File: src/rtl/bus_slave_port.sv
// Serial bus slave port: shifts in the offset and write data LSB first, runs one
// local memory access and shifts the read byte back out, with ACK/busy handshakes.
module bus_slave_port #(
   parameter int ADDR_W = 12,
   parameter int DATA_W = 8
) (
   input  logic              CLK,
   input  logic              RST,
   input  logic              S_SEL,
   input  logic              S_RW,
   input  logic              S_BUS_IN,
   output logic              S_BUS_OUT,
   output logic              S_DVALID,
   output logic              S_ACK,
   output logic              S_BSY,
   output logic [ADDR_W-1:0] MEM_ADDR,
   output logic [DATA_W-1:0] MEM_WDATA,
   output logic              MEM_WE,
   output logic              MEM_RE,
   input  logic [DATA_W-1:0] MEM_RDATA
);

   localparam int MAXW  = (ADDR_W > DATA_W) ? ADDR_W : DATA_W;
   localparam int CNT_W = $clog2(MAXW + 1);

   typedef enum logic [3:0] {
      IDLE, ADDR, WACK, WDATA, WR, WDONE, RD, RLAT, RACK, RDATA
   } state_t;

   state_t             state, state_nx;
   logic               sel_q;
   logic               rw_q;
   logic [CNT_W-1:0]   cnt;
   logic [DATA_W-1:0]  rd_sr;
   logic               start;

   // sel_q resets high so a select already asserted at reset release is not an edge
   assign start = (state == IDLE) && S_SEL && !sel_q;

   always_ff @(posedge CLK) begin
      if (RST) state <= IDLE;
      else     state <= state_nx;
   end

   always_comb begin
      state_nx = state;
      if (state != IDLE && !S_SEL) begin
         state_nx = IDLE;
      end else begin
         case (state)
            IDLE:  if (start) state_nx = ADDR;
            ADDR:  if (cnt == CNT_W'(ADDR_W - 1)) state_nx = rw_q ? WACK : RD;
            WACK:  state_nx = WDATA;
            WDATA: if (cnt == CNT_W'(DATA_W - 1)) state_nx = WR;
            WR:    state_nx = WDONE;
            WDONE: state_nx = IDLE;
            RD:    state_nx = RLAT;
            RLAT:  state_nx = RACK;
            RACK:  state_nx = RDATA;
            RDATA: if (cnt == CNT_W'(DATA_W - 1)) state_nx = IDLE;
            default: state_nx = IDLE;
         endcase
      end
   end

   // MEM_ADDR doubles as the address shift register; after ADDR_W shifts bit 0 lands at [0]
   always_ff @(posedge CLK) begin
      if (RST) begin
         sel_q     <= 1'b1;
         rw_q      <= 1'b0;
         cnt       <= '0;
         MEM_ADDR  <= '0;
         MEM_WDATA <= '0;
         rd_sr     <= '0;
      end else begin
         sel_q <= S_SEL;
         case (state)
            IDLE: if (start) begin
               rw_q     <= S_RW;
               cnt      <= CNT_W'(1);
               MEM_ADDR <= {S_BUS_IN, MEM_ADDR[ADDR_W-1:1]};
            end
            ADDR: begin
               MEM_ADDR <= {S_BUS_IN, MEM_ADDR[ADDR_W-1:1]};
               cnt      <= cnt + 1'b1;
            end
            WACK, RACK: cnt <= '0;
            WDATA: begin
               MEM_WDATA <= {S_BUS_IN, MEM_WDATA[DATA_W-1:1]};
               cnt       <= cnt + 1'b1;
            end
            RLAT: rd_sr <= MEM_RDATA;
            RDATA: begin
               rd_sr <= rd_sr >> 1;
               cnt   <= cnt + 1'b1;
            end
            default: ;
         endcase
      end
   end

   assign S_BSY     = (state != IDLE);
   assign S_ACK     = (state == WACK) || (state == WDONE) || (state == RACK);
   assign MEM_WE    = (state == WR);
   assign MEM_RE    = (state == RD);
   assign S_DVALID  = (state == RDATA);
   assign S_BUS_OUT = S_DVALID & rd_sr[0];

endmodule

File: config.mk
export PLATFORM = sky130hd
export DESIGN_NAME = bus_slave_port
export DESIGN_NICKNAME = d
export VERILOG_FILES = /design/src/rtl/bus_slave_port.sv
export SDC_FILE = /design/constraint.sdc
export NUM_CORES = 1
export LEC_CHECK = 0
export CAP_MARGIN = 20
export CORE_ASPECT_RATIO = 2
export CORE_MARGIN = 1
export CORE_UTILIZATION = 49
export CTS_CLUSTER_SIZE = 20
export DETAILED_ROUTE_END_ITERATION = 6
export GPL_TIMING_DRIVEN = 1
export PLACE_DENSITY = 0.86
export SYNTH_ARGS = -nofsm -noshare
export SYNTH_HDL_FRONTEND = slang
export SYNTH_SLANG_ARGS = --single-unit
File: constraint.sdc
create_clock -name CLK -period 1.6 [get_ports CLK]
set_input_delay 0.32 -clock CLK [delete_from_list [all_inputs] [get_ports CLK]]
set_output_delay 0.32 -clock CLK [all_outputs]
set_load 0.05 [all_outputs]
==> reports/results.ini <==
[global_route]
grt_pass1_wl_um = 6810
globalRouteMet2Util_pct = 46.1
gr-max-usage-layer = met2
met3_usage_pct = 4.33
grt_start_max_net_pins = 23
vias_in_the_first_global_route = 1556
grt_overflow_total = 0
grt_usage_pct = 23.8
antenna_found_initial = 0
grtUsageMet1_pct = 21.8

[place]
place.detailed.hpwl_um = 3040
post-place-cells = 282
routabilityCongestion = 0.910
io_buffer_count = 38
pre_cts_slack_ps = -138

[critical_path]
criticalPathCategory = register to output pin
slowest_stage = sky130_fd_sc_hd__dfxtp_4
timing.critical_path.mode_cell = sky130_fd_sc_hd__buf_12
critical_path.endpoint_type = output pin
arrival_ps = 1410
crit_path_cell_trace = buf_12 > nor4_4 > inv_4 > buf_6 > buf_12
critical-path-max-stage-delay_ps = 360
critical_path.max_fanout = 3
worstSetupStartpointType = register
worst_path_required_ps = 1280

[yosys]
syn_area_um2 = 1810
synth-edff-count = 0
synth_top_flop_cell = sky130_fd_sc_hd__dfxtp_1
syn-num-nets = 200
yosysWarnings = 0
ys_types = 45
synthTopCellsByArea = sky130_fd_sc_hd__dfxtp_1 (42%), sky130_fd_sc_hd__mux2i_1 (16%), sky130_fd_sc_hd__nor2_1 (6.7%)
yosys_register_bits = 38
share_of_yosys_cell_area_claimed_by_the_top_area_cell_type_pct = 42.1
synth.yosys.seq_area_share_pct = 42.1
synthCells = 186
async_flop_share_pct = 0
synthDominantAreaCellType = sky130_fd_sc_hd__dfxtp_1
synth_area_per_cell_um2 = 9.71

[final_layout]
layout_area_overhead_pct = 50.5
count_of_filler_cells_inserted_in_the_layout = 256
antenna-diode-count = 0
layout.cells.non_filler = 303
multiInputGateArea_um2 = 1030
nets = 269
ratio_of_cells_with_drive_above_1_in_the_final_layout_pct = 40.4
final-seq-area_um2 = 776

[clock_tree]
clkSinkCount = 38
insertion_delay_ps = 290
numCtsBuffers = 5
clock_h_tree_levels = 2
cts-hold-fix-buffers = 0
clock_tree.buffer_depth = 2
path_clk_slew_ps = 70
cts_tree = done
root_buffer = sky130_fd_sc_hd__clkbuf_8

[pwr]
p_int_w = 0.00138
net-switching-power_w = 0.000433
p_leak_nw = 1.13
worst_ir_drop_vdd_v = 0.000683
clock_power_share_pct = 33.5
power.switching_fraction_pct = 23.9
report.power.total_w = 0.00181
proportion_of_power_drawn_by_combinational_gates_pct = 13.3
seq_power_share_pct = 53.1
cellPowerDensity_nw_per_um2 = 666

[status]
outcome = finished, violations left
violations = negative setup slack

[timing]
timing.final.max_slew_violations = 0
period_needed_ps = 1730
fin_skew_ps = 5.71
rsz0062_at_grt = yes
achievable-frequency_ghz = 0.577
max_slew.worst_pin.slew_ps = 385
maxSlewHeadroom_pct = 74.3
final.period_utilization_pct = 108
postLayoutSetupSlackWorst_ps = -134
hold_viol = 0
setup_viol_count_final = 7

[floorplan]
die_w_um = 44.9
initial_core_util_pct = 52.3
i_o_pins = 39
chipHeight_um = 87.8
coreArea_um2 = 3450
fp-row-count = 30
dieArea_um2 = 3950

[drt]
drc_errors = 0
detailed_route_iter0_violations = 17
detail_route.wl_per_cell_um = 14.8
antenna_violating_nets_post_route = 0
routed-via-count = 1606
drtPass1Iterations = 4
viasPerCell = 5.30
routed_wirelength_um = 4490

[run]
max_cap_viol_count = 0

[min_path]
timing.hold.worst.class = register to register

==> worst max-delay path, delay by kind of cell (launching register included) <==
family	cells	cell delay, ps
buf+inv	4	430
simple gates	1	330
flops	1	360
==> layer usage <==
| metal | part of all wire (%) | up-vias | wire length [µm] |
|---|---|---|---|
| li1 | - | 795 | - |
| met1 | 36 | 770 | 1610 |
| met2 | 60 | 34 | 2680 |
| met3 | 2.4 | 7 | 107 |
| met4 | 2.1 | 0 | 94 |
| met5 | 0 | - | 0 |
==> final timing paths <==
check / slack (ps) / to / depth (start not counted) / startpoint
max: -130 / S_BSY / 5 / state[3]
min reg2reg: 460 / state[0] / 1 / sel_q
max reg2reg: -20 / state[2] / 4 / state[2]
min: 460 / state[0] / 1 / sel_q
==> stage by stage <==
stage	hold WS [ps]	area (µm²)	utilization, %	TNS (ps)
floorplan	417	1840	-	0
global placement	442	2400	69.6	-1780
detailed placement	452	2400	69.6	-2120
CTS	453	2590	75.0	-844
global route	474	2720	78.7	-1190
finish	456	2720	78.7	-527
==> cells in the final DEF, fill, tap and decap left out, drive strengths merged, types with 2 or more instances in the layout <==
cell            n
nand2           7
nand3           2
clkdlybuf4s50  12
buf            62
a211oi          7
nor4b           2
clkbuf          8
a21oi           8
dfxtp          38
mux2i          28
and2            2
nor3            7
o21ai           5
a311oi          3
inv             4
nand2b          5
nand3b          2
or3             2
nor2b           3
o21a            2
nor2           32
a211o           2
==> kinds of logic (layout without fill, tap and decap cells) <==
logic type               Yosys count  after routing  share of synthesized area [%]
AO/OA/AOI/OAI                     34             34                           15.7
flip-flops                        38             38                           42.1
multiplexers                      28             28                           15.5
adder cells (fa/ha/maj)            1              1                          0.693
AND/OR/NAND/NOR                   68             68                           20.3
buffers and inverters             17             86                           5.68
==> state kept, by name (all words and copies together), names as in the netlist <==
name and cells:
MEM_ADDR 12, state 4, cnt 4, sel_q 1
rw_q 1, MEM_WDATA 8, rd_sr 8
==> Yosys cell counts (2+ instances only) <==
library cell               count
sky130_fd_sc_hd__clkbuf_1      5
sky130_fd_sc_hd__nor2_1       32
sky130_fd_sc_hd__nor3_1        6
sky130_fd_sc_hd__nor2b_1       3
sky130_fd_sc_hd__inv_1         2
sky130_fd_sc_hd__dfxtp_1      38
sky130_fd_sc_hd__o21ai_0       4
sky130_fd_sc_hd__a211oi_1      4
sky130_fd_sc_hd__a21oi_1       7
sky130_fd_sc_hd__or3_1         2
sky130_fd_sc_hd__nand3_1       2
sky130_fd_sc_hd__mux2i_1      28
sky130_fd_sc_hd__a211oi_2      3
sky130_fd_sc_hd__inv_2         2
sky130_fd_sc_hd__and2_1        2
sky130_fd_sc_hd__buf_6         3
sky130_fd_sc_hd__buf_4         4
sky130_fd_sc_hd__nand2b_1      4
sky130_fd_sc_hd__a311oi_1      2
sky130_fd_sc_hd__a211o_1       2
sky130_fd_sc_hd__nand2_1       7
==> cell type report <==
cell class	count	share of cell area, %
multi-input combinational	131	37.8
sequential	38	28.5
timing repair buffer	75	27.9
clock buffer	7	2.81
tap	48	2.21
inverter	4	0.737
==> power groups by stage <==
stage               combinational [W]  sequential [W]  clock, W
detailed placement           0.000214        0.000987         0
global route                 0.000254        0.000962  0.000663
floorplan                    0.000114        0.000992         0
global placement             0.000211        0.000987         0
CTS                          0.000228        0.000961  0.000617
finish                       0.000241        0.000961  0.000607
==> what timing repair did <==
| action | in CTS | in global routing |
|---|---|---|
| pin swaps | 7 | 6 |
| gates resized for setup | 20 | 10 |
| setup buffers | 7 | 7 |
| setup endpoints to repair | 7 | 17 |
| cloned | 0 | 1 |
Power figures use the tool's default switching activity.
